## config.mk

```make
export PLATFORM = sky130hd
export DESIGN_NAME = regfile_wb_arbiter_flat
export DESIGN_NICKNAME = d
export VERILOG_FILES = /design/src/rtl/regfile_wb_arbiter_if.sv /design/src/rtl/regfile_wb_arbiter.sv /design/src/flat_wrapper.sv
export SDC_FILE = /design/constraint.sdc
export NUM_CORES = 1
export LEC_CHECK = 0
export CAP_MARGIN = 25
export CELL_PAD_IN_SITES_DETAIL_PLACEMENT = 0
export CELL_PAD_IN_SITES_GLOBAL_PLACEMENT = 1
export CORE_ASPECT_RATIO = 0.7
export CORE_MARGIN = 1.5
export CORE_UTILIZATION = 27
export CTS_BUF_LIST = sky130_fd_sc_hd__clkbuf_2 sky130_fd_sc_hd__clkbuf_4 sky130_fd_sc_hd__clkbuf_8
export DETAILED_ROUTE_END_ITERATION = 12
export GPL_ROUTABILITY_DRIVEN = 0
export GPL_TIMING_DRIVEN = 0
export PLACE_DENSITY = 0.92
export SLEW_MARGIN = 40
export SYNTH_ARGS = -nofsm -noshare
export SYNTH_HDL_FRONTEND = slang
export SYNTH_SLANG_ARGS = --single-unit
```

## constraint.sdc

```tcl
create_clock -name clk -period 4.65 [get_ports clk]
set_clock_uncertainty 0.1 [all_clocks]
set_input_delay 1.1625 -clock clk [delete_from_list [all_inputs] [get_ports clk]]
set_output_delay 1.1625 -clock clk [all_outputs]
set_load 0.05 [all_outputs]
```

## src/rtl/regfile_wb_arbiter_if.sv

```systemverilog
// regfile_wb_arbiter_if: writeback sources, regfile write port and decode bypass signals
interface regfile_wb_arbiter_if #(parameter int XLEN = 32, parameter int REG_AW = 5);
  logic              wb_hold;
  logic              a_valid;
  logic              a_ready;
  logic [REG_AW-1:0] a_rd;
  logic [XLEN-1:0]   a_wdata;
  logic              b_valid;
  logic              b_ready;
  logic [REG_AW-1:0] b_rd;
  logic [XLEN-1:0]   b_wdata;
  logic              reg_write;
  logic [REG_AW-1:0] rd;
  logic [XLEN-1:0]   rd_wdata;
  logic [REG_AW-1:0] rs1;
  logic [REG_AW-1:0] rs2;
  logic              rs1_fwd;
  logic              rs2_fwd;
  logic [XLEN-1:0]   rs1_fwd_data;
  logic [XLEN-1:0]   rs2_fwd_data;
  modport master (
    output wb_hold, a_valid, a_rd, a_wdata, b_valid, b_rd, b_wdata, rs1, rs2,
    input  a_ready, b_ready, reg_write, rd, rd_wdata, rs1_fwd, rs2_fwd, rs1_fwd_data, rs2_fwd_data
  );
  modport slave (
    input  wb_hold, a_valid, a_rd, a_wdata, b_valid, b_rd, b_wdata, rs1, rs2,
    output a_ready, b_ready, reg_write, rd, rd_wdata, rs1_fwd, rs2_fwd, rs1_fwd_data, rs2_fwd_data
  );
endinterface

```

## src/rtl/regfile_wb_arbiter.sv

```systemverilog
// regfile_wb_arbiter: round-robin arbiter of two writeback sources into a one-entry write stage with read bypass
module regfile_wb_arbiter #(
  parameter int XLEN   = 32,
  parameter int REG_AW = 5
) (
  input logic                clk,
  input logic                reset_n,
  regfile_wb_arbiter_if.slave bus
);
  typedef enum logic {SRC_A, SRC_B} src_e;
  src_e              last;
  logic              s_valid;
  logic [REG_AW-1:0] s_rd;
  logic [XLEN-1:0]   s_data;
  logic              grant_ok, a_acc, b_acc, s_live;
  // Reset gates ready so a request in flight is never taken while the stage is cleared
  always_comb begin
    grant_ok = reset_n && !bus.wb_hold;
    a_acc    = grant_ok && bus.a_valid && (!bus.b_valid || last == SRC_B);
    b_acc    = grant_ok && bus.b_valid && (!bus.a_valid || last == SRC_A);
    s_live   = s_valid && (s_rd != '0);
  end
  assign bus.a_ready      = a_acc;
  assign bus.b_ready      = b_acc;
  assign bus.reg_write    = s_live;
  assign bus.rd           = s_rd;
  assign bus.rd_wdata     = s_data;
  assign bus.rs1_fwd      = s_live && (s_rd == bus.rs1);
  assign bus.rs2_fwd      = s_live && (s_rd == bus.rs2);
  assign bus.rs1_fwd_data = bus.rs1_fwd ? s_data : '0;
  assign bus.rs2_fwd_data = bus.rs2_fwd ? s_data : '0;
  always_ff @(posedge clk or negedge reset_n) begin
    if (!reset_n) begin
      s_valid <= 1'b0;
      s_rd    <= '0;
      s_data  <= '0;
      last    <= SRC_B;
    end else begin
      s_valid <= a_acc || b_acc;
      if (a_acc) begin
        s_rd   <= bus.a_rd;
        s_data <= bus.a_wdata;
        last   <= SRC_A;
      end else if (b_acc) begin
        s_rd   <= bus.b_rd;
        s_data <= bus.b_wdata;
        last   <= SRC_B;
      end
    end
  end
endmodule

```

## src/flat_wrapper.sv

```systemverilog
// flat-port wrapper written by rule: the top's interface ports become plain ports
module regfile_wb_arbiter_flat 
#(
  parameter int XLEN   = 32,
  parameter int REG_AW = 5
)
  (clk, reset_n, bus_wb_hold, bus_a_valid, bus_a_rd, bus_a_wdata, bus_b_valid, bus_b_rd, bus_b_wdata, bus_rs1, bus_rs2, bus_a_ready, bus_b_ready, bus_reg_write, bus_rd, bus_rd_wdata, bus_rs1_fwd, bus_rs2_fwd, bus_rs1_fwd_data, bus_rs2_fwd_data);
  regfile_wb_arbiter_if #(.XLEN(XLEN), .REG_AW(REG_AW)) bus_i ();
  input logic clk;
  input logic reset_n;
  input wire logic [$bits(bus_i.wb_hold)-1:0] bus_wb_hold;
  input wire logic [$bits(bus_i.a_valid)-1:0] bus_a_valid;
  input wire logic [$bits(bus_i.a_rd)-1:0] bus_a_rd;
  input wire logic [$bits(bus_i.a_wdata)-1:0] bus_a_wdata;
  input wire logic [$bits(bus_i.b_valid)-1:0] bus_b_valid;
  input wire logic [$bits(bus_i.b_rd)-1:0] bus_b_rd;
  input wire logic [$bits(bus_i.b_wdata)-1:0] bus_b_wdata;
  input wire logic [$bits(bus_i.rs1)-1:0] bus_rs1;
  input wire logic [$bits(bus_i.rs2)-1:0] bus_rs2;
  output wire logic [$bits(bus_i.a_ready)-1:0] bus_a_ready;
  output wire logic [$bits(bus_i.b_ready)-1:0] bus_b_ready;
  output wire logic [$bits(bus_i.reg_write)-1:0] bus_reg_write;
  output wire logic [$bits(bus_i.rd)-1:0] bus_rd;
  output wire logic [$bits(bus_i.rd_wdata)-1:0] bus_rd_wdata;
  output wire logic [$bits(bus_i.rs1_fwd)-1:0] bus_rs1_fwd;
  output wire logic [$bits(bus_i.rs2_fwd)-1:0] bus_rs2_fwd;
  output wire logic [$bits(bus_i.rs1_fwd_data)-1:0] bus_rs1_fwd_data;
  output wire logic [$bits(bus_i.rs2_fwd_data)-1:0] bus_rs2_fwd_data;
  assign bus_i.wb_hold = bus_wb_hold;
  assign bus_i.a_valid = bus_a_valid;
  assign bus_i.a_rd = bus_a_rd;
  assign bus_i.a_wdata = bus_a_wdata;
  assign bus_i.b_valid = bus_b_valid;
  assign bus_i.b_rd = bus_b_rd;
  assign bus_i.b_wdata = bus_b_wdata;
  assign bus_i.rs1 = bus_rs1;
  assign bus_i.rs2 = bus_rs2;
  assign bus_a_ready = bus_i.a_ready;
  assign bus_b_ready = bus_i.b_ready;
  assign bus_reg_write = bus_i.reg_write;
  assign bus_rd = bus_i.rd;
  assign bus_rd_wdata = bus_i.rd_wdata;
  assign bus_rs1_fwd = bus_i.rs1_fwd;
  assign bus_rs2_fwd = bus_i.rs2_fwd;
  assign bus_rs1_fwd_data = bus_i.rs1_fwd_data;
  assign bus_rs2_fwd_data = bus_i.rs2_fwd_data;
  regfile_wb_arbiter #(.XLEN(XLEN), .REG_AW(REG_AW)) u_core (.clk(clk), .reset_n(reset_n), .bus(bus_i));
endmodule
```

==> results.txt <==
hpwl dp - 9970 um
Mapped Area - 0.00286 sq mm
Die W - 126 um
Post-Synthesis Cells - 362
Clk pwr share - 16.0%
final setup fails - 0
die footprint - 0.0112 sq mm
pre-CTS WS - -0.379 ns
hold crit path type - flop to flop
number of cells on the worst reg-to-reg path - 5
Die H - 89.0 um
pwr/cell area - 304 mW/mm^2
Setup TNS Final - 0 ns
Pint - 789 uW
post-route insts no fill - 696
Post-Route WL - 13100 um
register share of total power - 31.2%
vias - 3775
first-pass GRT wire length - 19900 um
worst r2r src - u_core.last$_DFFE_PN1P_
Synth area leader - dfrtp_1
Startpoint Class - primary input
max_slew headroom - 61.0%
drt drc - 16
max-slew violations - 0
worst skew pair latency - 0.28 ns
Final Hold Fails - 0
core outline area - 0.0103 sq mm
dominant cells by area after synthesis - dfrtp_1, nor4_1, o2111ai_1
vias in the first global route - 3724
total of max-cap violations - 0
CTS Buf Count - 5
Netlist cell types - 28
CP arrival - 3.34 ns
failing checks - design-rule violations
Hold EP - u_core.last$_DFFE_PN1P_
Min-Delay Path Depth - 2
post-route antenna net violation count - 0
Synth Area in Compound Gates - 29.1%
# Post-CTS Setup Buffers - 0
initial antenna violation count - 0
global-route usage over all layers - 22.7%
reg-to-reg slack, setup - 2.91 ns
CTS tree - done
# rows - 31
Initial Utilization - 27.7%
final hold slack - 0.458 ns
Cell Chain, Critical Path - clkdlybuf4s50_1, xnor2_1, nand2_1, clkbuf_1, nor4_1, dlygate4sd1_1
Switching Share - 47.8%
critical path type - primary input to output pin
crit-path max FO - 10
io pins - 195
layout cells sized above 1 - 5.14%
Post-Syn Nets - 451
root buf cell - clkbuf_8
Post-Synth XOR/XNOR Area - 2.45%
CP max-delay cell - dlygate4sd1_1
reg-to-reg endpoint - u_core.bus.rd_wdata[28]$_DFFE_PN0P_
required time of the critical path - 3.39 ns
1st-pass router iterations - 8
Clock Sinks - 39
Post-Syn Area per Cell - 7.89 sq um
Synth Area in Adders - 0%
total global routing overflow - 0
post-DR wirelength/cell - 18.8 um
Tmin final - 4.61 ns
main combinational cell family by area after synthesis - compound AO/OA/AOI/OAI gates
combinational share of power - 52.9%
cts-stage hold buffer count - 0
initial drt markers - 297
Area Overhead vs Synth - 74.0%
outcome - finished with violations
Worst IR Drop VDD - 0.162 mV
detailed-route vias per instance - 5.42
max incr delay on CP - 0.56 ns
CTS max path bufs - 2
share of the synthesized area in the top cell type - 33.3%
Worst-Margin Slew - 0.585 ns
Post-Synth Simple-Gate Area - 16.4%
synth warn - 0
post-layout worst setup margin - 0.0437 ns
period utilization - 99.1%
number of I/O port buffers - 194
min-delay src - u_core.last$_DFFE_PN1P_
Setup crit end kind - output pin
fin nets - 652
Lkg Pwr - 2.18 nW
synthesized flop and latch total - 39
sequential area share after synthesis - 34.2%
mux share of post-synthesis cell area - 0%
H-tree Lvls - 2
placed insts - 688
diode count - 0
largest net degree at the start of global routing - 42
f_max - 217 MHz
Switching Power - 723 uW
CTS clk-pin slew, worst paths - 0.08 ns
==> worst max path at each step <==
stage / startpoint / end / slack [ns] / cells after the start
after floorplan: bus_rs2[4] / bus_rs2_fwd_data[10] / -0.07 / 4
after global placement: reset_n / bus_a_ready / -1.69 / 8
after detailed placement: bus_rs2[1] / bus_rs2_fwd_data[2] / -0.38 / 6
after CTS: bus_rs1[0] / bus_rs1_fwd_data[2] / 0.01 / 6
after global routing: bus_rs2[4] / bus_rs2_fwd_data[13] / -0.002 / 6
final: bus_rs1[0] / bus_rs1_fwd_data[2] / 0.04 / 6
==> layer usage <==
layer | global-route usage, % | vias up | wire length, um
li1 | - | 1755 | -
met1 | 30.4 | 1824 | 5970
met2 | 38.9 | 190 | 6000
met3 | 5.15 | 6 | 1080
met4 | 3.24 | 0 | 50
met5 | 0 | - | 0
==> kinds of logic (layout without fill, tap and decap cells) <==
| kind of cell | after synthesis | after routing |
|---|---|---|
| buffers and inverters | 121 | 323 |
| AO/OA/AOI/OAI | 117 | 117 |
| AND/OR/NAND/NOR | 77 | 77 |
| flip-flops | 39 | 39 |
| XOR/XNOR | 8 | 8 |
==> registers in the layout, summed over array words and instances, names as in the netlist <==
signal               cells
u_core.bus.rd_wdata     32
u_core.bus.rd            5
u_core.last              1
u_core.s_valid           1
==> worst max-delay path, delay by kind of cell <==
family | cells | cell delay [ns]
buffers and inverters | 3 | 1.34
AND/OR/NAND/NOR | 2 | 0.63
XOR/XNOR | 1 | 0.20
==> cells in the mapped netlist <==
cell	count
a2111o_1	1
a21oi_1	2
a31oi_1	1
buf_1	2
buf_2	4
buf_4	1
buf_6	6
clkbuf_1	33
dfrtp_1	38
dfstp_2	1
inv_1	73
inv_2	2
nand2_1	2
nand2b_1	2
nand3_1	2
nor2_1	2
nor2b_1	2
nor3_1	2
nor4_1	64
o2111ai_1	37
o211ai_1	37
o21ai_0	34
o21ai_1	3
o21ai_2	1
o221ai_1	1
or4_1	1
xnor2_1	6
xor2_1	2
==> cells in the final DEF, fill, tap and decap left out, types with 3 or more instances in the layout <==
cell             count
o21ai_0             34
dlygate4sd2_1       53
buf_6                7
clkbuf_8             5
dfrtp_1             38
clkbuf_1            33
o211ai_1            37
xnor2_1              6
nor4_1              64
inv_1               73
o21ai_1              3
dlygate4sd1_1        5
clkdlybuf4s50_1    128
clkbuf_2             3
buf_2                5
o2111ai_1           37
==> power groups by stage <==
stage / clock network, mW / logic, mW / registers [mW]
after floorplan: 0 / 0.269 / 0.671
after global placement: 0 / 0.787 / 0.474
after detailed placement: 0 / 0.797 / 0.477
after CTS: 0.246 / 0.797 / 0.471
after global routing: 0.261 / 0.846 / 0.481
final: 0.241 / 0.800 / 0.472
==> final cells by class <==
| cell class | count | area, sq um |
|---|---|---|
| tap | 132 | 165 |
| fill | 1011 | 5350 |
| multi-input combinational | 202 | 1380 |
| timing repair buffer | 194 | 1850 |
| buffer | 46 | 226 |
| sequential | 39 | 977 |
| clock buffer | 7 | 83.8 |
| clock inverter | 1 | 5.00 |
| inverter | 75 | 282 |
==> metrics by stage <==
| step | utilization (%) | area [sq um] | total power, mW |
|---|---|---|---|
| global placement | 48.1 | 4960 | 1.26 |
| CTS | 48.2 | 4970 | 1.51 |
| detailed placement | 48.1 | 4960 | 1.27 |
| floorplan | - | 2860 | 0.940 |
| global route | 48.2 | 4970 | 1.59 |
| finish | 48.2 | 4970 | 1.51 |
==> what timing repair did <==
item                                    in CTS  in global routing
hold endpoints to repair                     0                  0
gates resized for setup                     68                 24
endpoints found under the setup margin      64                 15
Power figures use the tool's default switching activity.
